File: config.mk
export PLATFORM = sky130hd
export DESIGN_NAME = if_fetch_queue
export DESIGN_NICKNAME = d
export VERILOG_FILES = /design/src/rtl/if_fetch_queue.sv
export SDC_FILE = /design/constraint.sdc
export NUM_CORES = 1
export LEC_CHECK = 0
export ABC_CLOCK_PERIOD_IN_PS = 17800
export CAP_MARGIN = 20
export CORE_MARGIN = 4
export CORE_UTILIZATION = 45
export DETAILED_ROUTE_END_ITERATION = 6
export MAX_ROUTING_LAYER = met4
export PLACE_DENSITY = 0.78
export SLEW_MARGIN = 20
export SYNTH_ARGS = -nofsm -noshare
export SYNTH_HDL_FRONTEND = slang
export SYNTH_SLANG_ARGS = --single-unit
File: constraint.sdc
create_clock -name clk -period 17.8 [get_ports clk]
set_input_delay 3.56 -clock clk [delete_from_list [all_inputs] [get_ports clk]]
set_output_delay 3.56 -clock clk [all_outputs]
set_load 0.005 [all_outputs]
File: src/rtl/if_fetch_queue.sv
// if_fetch_queue
//   Instruction-fetch queue between the instruction bus and the IF/ID register.
//   Issues sequential fetch requests ahead of decode, keeps up to MAX_OUT bus
//   requests in flight and buffers returned instructions, each with its PC, in
//   a DEPTH-entry circular queue. A redirect flushes the queue and restarts
//   fetch; responses still owed for pre-redirect requests are discarded.
//
// Ports
//   clk, rst                 clock, asynchronous active-high reset
//   redirect_ena/pc          flush and restart fetch at redirect_pc (word aligned)
//   req_valid/addr/ready     fetch request handshake towards the bus
//   resp_valid/inst          in-order instruction return from the bus
//   deq_valid/pc/inst/ready  head-of-queue handshake towards IF/ID
//   occupancy                allocated slots (awaiting response + filled)
module if_fetch_queue #(
  parameter int PC_W = 64,
  parameter int INST_W = 32,
  parameter int DEPTH = 4,
  parameter int MAX_OUT = 2,
  parameter logic [PC_W-1:0] RESET_PC = PC_W'(64'h8000_0000)
) (
  input  logic                       clk,
  input  logic                       rst,
  input  logic                       redirect_ena,
  input  logic [PC_W-1:0]            redirect_pc,
  output logic                       req_valid,
  output logic [PC_W-1:0]            req_addr,
  input  logic                       req_ready,
  input  logic                       resp_valid,
  input  logic [INST_W-1:0]          resp_inst,
  output logic                       deq_valid,
  output logic [PC_W-1:0]            deq_pc,
  output logic [INST_W-1:0]          deq_inst,
  input  logic                       deq_ready,
  output logic [$clog2(DEPTH):0]     occupancy
);

  localparam int PTR_W = $clog2(DEPTH);
  localparam int CNT_W = PTR_W + 1;
  localparam logic [CNT_W-1:0] DEPTH_C   = CNT_W'(DEPTH);
  localparam logic [CNT_W-1:0] MAX_OUT_C = CNT_W'(MAX_OUT);

  logic [PC_W-1:0]   fetch_pc_q, fetch_pc_d;
  logic [PTR_W-1:0]  head_q, head_d;
  logic [PTR_W-1:0]  tail_q, tail_d;
  logic [PTR_W-1:0]  fill_q, fill_d;
  logic [CNT_W-1:0]  alloc_cnt_q, alloc_cnt_d;
  // Filled-but-not-consumed entries; distinguishes a full queue of returned
  // instructions from an empty one when head == fill.
  logic [CNT_W-1:0]  ready_cnt_q, ready_cnt_d;
  logic [CNT_W-1:0]  out_cnt_q, out_cnt_d;
  logic [CNT_W-1:0]  drop_cnt_q, drop_cnt_d;
  logic [PC_W-1:0]   slot_pc_q [DEPTH];
  logic [PC_W-1:0]   slot_pc_d [DEPTH];
  logic [INST_W-1:0] slot_inst_q [DEPTH];
  logic [INST_W-1:0] slot_inst_d [DEPTH];

  logic issue, resp_acc, resp_keep, deq_fire;

  assign req_valid = !redirect_ena && (alloc_cnt_q < DEPTH_C) && (out_cnt_q < MAX_OUT_C);
  assign req_addr  = fetch_pc_q;
  assign deq_valid = (ready_cnt_q != '0);
  assign deq_pc    = slot_pc_q[head_q];
  assign deq_inst  = slot_inst_q[head_q];
  assign occupancy = alloc_cnt_q;

  assign issue     = req_valid && req_ready;
  // A response with nothing outstanding is a bus protocol violation: ignore it.
  assign resp_acc  = resp_valid && (out_cnt_q != '0);
  assign resp_keep = resp_acc && (drop_cnt_q == '0) && !redirect_ena;
  assign deq_fire  = deq_valid && deq_ready && !redirect_ena;

  always_comb begin
    fetch_pc_d  = fetch_pc_q;
    head_d      = head_q;
    tail_d      = tail_q;
    fill_d      = fill_q;
    alloc_cnt_d = alloc_cnt_q;
    ready_cnt_d = ready_cnt_q;
    drop_cnt_d  = drop_cnt_q;
    slot_pc_d   = slot_pc_q;
    slot_inst_d = slot_inst_q;
    // issue is impossible during a redirect, so this holds in both branches.
    out_cnt_d   = out_cnt_q + CNT_W'(issue) - CNT_W'(resp_acc);

    if (redirect_ena) begin
      head_d      = '0;
      tail_d      = '0;
      fill_d      = '0;
      alloc_cnt_d = '0;
      ready_cnt_d = '0;
      // Everything still owed by the bus belongs to the flushed stream.
      drop_cnt_d  = out_cnt_q - CNT_W'(resp_acc);
      fetch_pc_d  = redirect_pc & ~PC_W'(3);
    end else begin
      if (issue) begin
        slot_pc_d[tail_q] = fetch_pc_q;
        tail_d            = tail_q + PTR_W'(1);
        fetch_pc_d        = fetch_pc_q + PC_W'(4);
      end
      if (resp_acc && (drop_cnt_q != '0)) begin
        drop_cnt_d = drop_cnt_q - CNT_W'(1);
      end
      if (resp_keep) begin
        slot_inst_d[fill_q] = resp_inst;
        fill_d              = fill_q + PTR_W'(1);
      end
      if (deq_fire) begin
        head_d = head_q + PTR_W'(1);
      end
      alloc_cnt_d = alloc_cnt_q + CNT_W'(issue) - CNT_W'(deq_fire);
      ready_cnt_d = ready_cnt_q + CNT_W'(resp_keep) - CNT_W'(deq_fire);
    end
  end

  always_ff @(posedge clk or posedge rst) begin
    if (rst) begin
      fetch_pc_q  <= RESET_PC;
      head_q      <= '0;
      tail_q      <= '0;
      fill_q      <= '0;
      alloc_cnt_q <= '0;
      ready_cnt_q <= '0;
      out_cnt_q   <= '0;
      drop_cnt_q  <= '0;
      for (int i = 0; i < DEPTH; i++) begin
        slot_pc_q[i]   <= '0;
        slot_inst_q[i] <= '0;
      end
    end else begin
      fetch_pc_q  <= fetch_pc_d;
      head_q      <= head_d;
      tail_q      <= tail_d;
      fill_q      <= fill_d;
      alloc_cnt_q <= alloc_cnt_d;
      ready_cnt_q <= ready_cnt_d;
      out_cnt_q   <= out_cnt_d;
      drop_cnt_q  <= drop_cnt_d;
      for (int i = 0; i < DEPTH; i++) begin
        slot_pc_q[i]   <= slot_pc_d[i];
        slot_inst_q[i] <= slot_inst_d[i];
      end
    end
  end

endmodule

After elaboration in Yosys (flattened, before gate mapping)
Index checks and enable logic that the tools add are counted.

cells by class
  bitwise gates (word level) = 4
  muxes and demuxes = 24
  $lt $le $gt $ge = 7
  add/sub/neg operators = 12
  reduce and logical (&&, ||, !) cells = 22

operators with widths
  operator                                                   count
  two-way mux 64 bit                                         5
  bitwise mux 256 bit                                        1
  binary-select mux 64 bit (select 2 bit)                    1
  bitwise mux 128 bit                                        1
  demux 64 bit (select 2 bit)                                1
  two-way mux 32 bit                                         3
  adder 64 x 3 -> 64 bit (second input constant)             1
  binary-select mux 32 bit (select 2 bit)                    1
  demux 32 bit (select 2 bit)                                1
  two-way mux 2 bit                                          6
  two-way mux 3 bit                                          4
  subtractor 3 x 1 -> 3 bit                                  4
  logical AND 1 bit                                          11
  adder 3 x 1 -> 3 bit                                       3
  greater-or-equal comparator 3 bit (second input constant)  3
  NOT 2 -> 3 bit                                             3
  nonzero test 3 bit                                         3
  nonzero test 2 bit                                         4
  adder 2 x 1 -> 2 bit (second input constant)               3
  < comparator 3 x 1 -> 1 bit (second input constant)        2
  AND reduction 2 bit                                        2
  logical NOT 3 bit                                          1
  < comparator 3 x 2 -> 1 bit (second input constant)        1
  < comparator 3 bit (second input constant)                 1
  3 further kinds                                            3

storage, ports and cells
  output and inout bits = 165
  register bits = 466
  input bits = 102
  word-level logic and storage cells = 85

Logic depth before layout (Yosys ltp)
Gate-level depths: netlist of run 1.

  depth after elaboration = 7
  mapped depth = 11
  depth with buffers taken out = 10

Worst setup path before layout of run 1
No wires, ideal clock.

  path type = in2out
  from = input redirect_ena
  to = output req_valid
  data arrival time = 4664 ps
  slack = 9576 ps
  stages = 5
  buffers on the path = 4
  data required time = 14240 ps
  cell sequence = clkbuf_1 > clkbuf_1 > buf_2 > clkbuf_1 > nor3b_1

between the ends
  cells in the longest elaborated chain, start to end = 3

ends and longest elaborated chain
  item                            RTL line  source
  from (decl)                     24        input logic redirect_ena,
  logical NOT 1 bit               60        assign req_valid = !redirect_ena && (alloc_cnt_q < DEPTH_C) && (out_cnt_q < MAX_OUT_C);
  logical AND 1 bit (2 in a row)  60
  to (decl)                       26        output logic req_valid,

No other way between the ends.

Final worst setup path of run 1
Ends and elaborated chain as after synthesis.

==> impl_metrics.tcl, run 1 <==
set metrics [dict create \
    post_cts_buffers 0 \
    period_share 0.453 \
    critical_path.top_delay_family "buffers and inverters" \
    syn_area_per_cell_um2 13.7 \
    min_path_type "reg -> reg" \
    clockRootBuffer "clkbuf_16" \
    fin_tns_setup_ps 0 \
    yosys.area.top_type_share 0.538 \
    max-slew-margin-rel 0.251 \
    yosys-top-cells-count "dfrtp_1 (455), mux2_2 (347), nand2_1 (115)" \
    htreeDepth 2 \
    ctsResizeCount 0 \
    clock_latency_ps 600 \
    fp.dieW_um 225 \
    period_needed_ps 8060 \
    wl_um 54300 \
    start_util 0.455 \
    critPathMaxFanout 2 \
    die_area_mm2 0.0506 \
    synth_ff_type "dfrtp_1" \
    cts_buffers 49 \
    synthTopCellsByArea "dfrtp_1 (54%), mux2_2 (18%), mux4_2 (10%)" \
    path_class "in -> out" \
    async_flop_share 1.00 \
    maxSlewViolCount 0 \
    hold_viol 0 \
    whs_ps 481 \
    holdPathStages 2 \
    ys_seq_area_frac 0.539 \
    reg2reg_depth 7 \
    peakVddDrop_mv 0.114 \
    synth_top_area_cell "dfrtp_1" \
    synth_most_common_cell "dfrtp_1" \
    row_count 79 \
    fp.coreArea_mm2 0.0466 \
    syn_to_final_growth_pct 22.2 \
    clock_skew_ps 20.0 \
    routed_via_density 5.74 \
    clock-sinks 456 \
    cp_cell_sequence "buf_4 > nor3b_1 > clkdlybuf4s50_1" \
    ys_warn_count 0 \
    syn_area_mm2 0.0212 \
    overflow 0 \
    synth_edf_count 0 \
    finalSetupViolCount 0 \
    pwr_density_cell_mw_per_mm2 138 \
    fmax_ghz 0.124 \
    drc_errors 0 \
    maxCapViolCount 0 \
    port_buffers 260 \
    drive_gt1_frac 0.315 \
    cts_tree "done" \
    grt_max_degree 163 \
    grt_pass1_wl_um 85400 \
    nets 1872 \
    dp_hpwl_um 34900 \
    drtPass1Iterations 5 \
    max_stage_delay_ps 620 \
    outcome "complete, no violations" \
    critPathArrivalTime_ps 4500 \
    track_usage 0.221 \
    crit_buf_inv 2 \
    endpoint_kind "output pin" \
    vias 13803 \
    tightest_slew_ps 1120 \
    wl_per_cell_um 22.6 \
    cts_buffer_depth 3 \
    ys_ff_latch 456 \
    ant_nets 0 \
    drtIter0Drc 1164 \
    crit_cells 3 \
    clk_pin_slew_ps 60 \
    postCtsHoldBufs 0 \
    synth_cell_types 58 \
    required_ps 14240 \
    grt_pass1_vias 14668 \
    rsz0062_at_grt "false" \
    p_leak_nw 11.5 \
    gp_congestion 0.847 \
    io_pins 267 \
    cpMaxStageDelayCell "clkdlybuf4s50_1" \
    grt_antenna_before_repair 8 \
    syn_inst 1544 \
    fp.dieH_um 225 \
    start_kind "primary input" \
]
==> cell usage in the layout (no fill, tap or decap), drive strengths merged, types with 3 or more instances in the layout <==
cell type      count
nor2b              9
diode              9
nand4             40
nor3              22
and3              13
nand2            115
o21ai             69
xnor2             18
fa                 3
clkinvlp           3
clkbuf            67
nand3             30
mux2i              5
or3                8
xor2              29
or4               10
mux4              94
o311ai             3
and4               3
bufinv             4
conb               4
o31ai              5
mux2             349
nor4              16
clkdlybuf4s50    259
ha                18
buf               20
a221o              5
clkinv            13
nor2              34
dfrtp            455
o211ai             6
inv               30
a21oi              4
a31oi              6
==> area by class of cell <==
type	count	area, um^2
well taps	607	759
inverters	26	105
repair buffers	279	2800
flip-flops and latches	456	11400
clock inverters	24	262
clock buffers	67	1350
fillers	3709	20700
multi-input cells	937	9160
diodes	9	22.5
==> sequential cells by signal, summed over array words and instances (netlist names) <==
name and count:
fill_q 2, slot_pc_q 248, occupancy 3, slot_inst_q 128
ready_cnt_q 3, out_cnt_q 3, tail_q 2, req_addr 62
drop_cnt_q 3, head_q 2
==> path summary, 6_finish.rpt <==
check / from / to / slack (ps)
max in group asynchronous: rst / slot_pc_q[199] / 11910
min reg2reg: slot_pc_q[110] / slot_pc_q[110] / 480
max reg2reg: out_cnt_q[1] / req_addr[44] / 14420
min in group asynchronous: rst / slot_inst_q[117] / 3350
max: redirect_ena / req_valid / 9740
min: slot_pc_q[110] / slot_pc_q[110] / 480
==> where the power goes <==
| group | switching (mW) | internal (mW) | leakage (nW) | total (mW) |
|---|---|---|---|---|
| sequential | 0.173 | 1.28 | 6.04 | 1.45 |
| combinational | 0.394 | 0.697 | 4.65 | 1.09 |
| clock | 0.433 | 0.596 | 0.793 | 1.03 |
| total | 1.00 | 2.57 | 11.5 | 3.57 |
==> logic make-up after synthesis <==
group	share of synthesized area
AO/OA/AOI/OAI	0.0302
XOR/XNOR	0.0194
adder cells (fa/ha/maj)	0.0135
buffers and inverters	0.0306
flip-flops	0.539
multiplexers	0.288
other	0.000177
AND/OR/NAND/NOR	0.0794
==> tightest hold or removal path, delay by kind of cell (launching register included) <==
family	cells	cell delay, ps
AND/OR/NAND/NOR	1	40
AO/OA/AOI/OAI	1	60
flip-flops	1	340
==> per-stage QoR <==
stage | utilization | worst slack (ps) | instance area (um^2) | instances | total power, mW
after floorplan | - | 1530 | 21200 | 1547 | 2.03
after CTS | 0.554 | 9740 | 25800 | 2393 | 3.61
after detailed placement | 0.519 | 9740 | 24200 | 2302 | 2.57
after global placement | 0.519 | 9730 | 24200 | 2302 | 2.52
final | 0.556 | 9740 | 25900 | 2405 | 3.57
after global routing | 0.556 | 9670 | 25900 | 2404 | 3.75
==> per-layer routing <==
layer,GRT usage,vias up,part of all wire
met2,0.351,395,0.49
met3,0.0563,81,0.073
met4,0.0615,0,0.022
li1,-,6050,-
met1,0.285,7277,0.41
met5,-,-,0
No activity file was read; power rests on OpenSTA's default activity.
==> inputs of run 2 (changes only) <==
- ABC_CLOCK_PERIOD_IN_PS: 17800 -> 7600
- clock period: 17.8 -> 7.6 ns (I/O delays scaled with it)
==> impl_metrics.tcl, run 2 (synthesis gave the netlist of run 1 again) <==
set metrics [dict create \
    clock_latency_ps 600 \
    fin_util 0.556 \
    start_kind "flop" \
    clk_pin_slew_ps 60 \
    fmax_ghz 0.198 \
    p_total_mw 8.42 \
    post_cts_buffers 0 \
    worst_slack_ps 2550 \
    min_path_type "reg -> reg" \
    clockRootBuffer "clkbuf_16" \
    syn_to_final_growth_pct 22.3 \
    postCtsHoldBufs 0 \
    dp_hpwl_um 34600 \
    grt_pass1_vias 14417 \
    hold_viol 0 \
    clock_skew_ps 28.7 \
    clock-sinks 456 \
    worstHoldStart "slot_pc_q[9]" \
    track_usage 0.220 \
    final_area_mm2 0.0259 \
    grt_max_degree 175 \
    mostFrequentLayoutCells "dfrtp_1 (453), mux2_2 (347), clkdlybuf4s50_1 (259)" \
    grt_antenna_before_repair 8 \
    htreeDepth 2 \
    finalSetupViolCount 0 \
    gp_congestion 0.847 \
    maxCapViolCount 0 \
    drc_errors 0 \
    p_leak_nw 11.5 \
    cts_tree "done" \
    critPathMaxFanout 60 \
    pwr_density_cell_mw_per_mm2 325 \
    tightest_slew_ps 1110 \
    fp.dieW_um 225 \
    wl_per_cell_um 22.4 \
    drtPass1Iterations 5 \
    dpl.cell_count 2303 \
    max-slew-margin-rel 0.258 \
    overflow 0 \
    maxSlewViolCount 0 \
    fp.coreArea_mm2 0.0466 \
    start_util 0.455 \
    drive_gt1_frac 0.315 \
    port_buffers 260 \
    path_class "reg -> out" \
    endpoint_kind "output pin" \
    largest_register "slot_pc_q" \
    cts_buffers 49 \
    cts_buffer_depth 3 \
    rsz0062_at_grt "false" \
    ant_nets 0 \
    placed_area_mm2 0.0242 \
    dp_slack_ps 2940 \
    required_ps 6080 \
    period_share 0.665 \
    startpoint "head_q[1]" \
    fp.dieH_um 225 \
    nets 1870 \
    drtIter0Drc 974 \
    layout.cells.non_filler 2400 \
    reg2reg_from "out_cnt_q[1]" \
    die_area_mm2 0.0506 \
    vias 13616 \
    layout_commonest_cell "dfrtp_1" \
    period_needed_ps 5050 \
    routed_via_density 5.67 \
    critPathArrivalTime_ps 3530 \
    grt_pass1_wl_um 84900 \
    ctsResizeCount 0 \
    wl_um 53800 \
    largest_reg_flops 248 \
    outcome "complete, no violations" \
    peakVddDrop_mv 0.239 \
    io_pins 267 \
    row_count 79 \
]
[run 2: changes by cell type in the layout (fill, tap and decap cells not counted), sizes merged]
cell,before,now
inv,30,26
clkbuf,67,72
clkinv,13,8
diode,9,10
buf,20,18
[run 2: path summary, 6_finish.rpt]
path	to	slack, ps	cells after the start
worst min register to register	slot_pc_q[9]	480	2
min in group asynchronous	slot_pc_q[195]	1400	2
max in group asynchronous	head_q[0]	4390	4
worst max-delay path	deq_inst[2]	2550	3
worst max register to register	req_addr[62]	4250	9
worst min-delay path	slot_pc_q[9]	480	2
[run 2: report_power, final]
| group | total (mW) | switching [mW] | leakage [nW] | internal [mW] |
|---|---|---|---|---|
| clock | 2.47 | 0.987 | 0.827 | 1.48 |
| sequential | 3.41 | 0.416 | 6.04 | 2.99 |
| combinational | 2.55 | 0.913 | 4.62 | 1.63 |
[run 2: final cells by class]
type	instances	area [um^2]
fillers	3757	20700
flip-flops and latches	456	11400
clock buffers	72	1470
well taps	607	759
clock inverters	15	206
inverters	26	101
multi-input cells	937	9160
diodes	10	25.0
repair buffers	277	2750
[run 2: critical path, cell delays in order (launching register included)]
cell and delay (ps):
dfrtp_4 1120, buf_4 690, mux4_2 630, clkdlybuf4s50_1 480
[run 2: metal layers]
layer	vias up	track usage	share of wire
met3	73	0.0623	0.077
li1	6033	-	-
met1	7121	0.283	0.41
met2	389	0.345	0.48
met4	0	0.0634	0.025
met5	-	-	0
[run 2: through the flow]
stage	setup TNS, ps	hold WS [ps]
2_1_floorplan	-40140	445
3_3_place_gp	0	456
3_5_place_dp	0	467
4_1_cts	0	479
5_1_grt	0	503
6_report	0	478
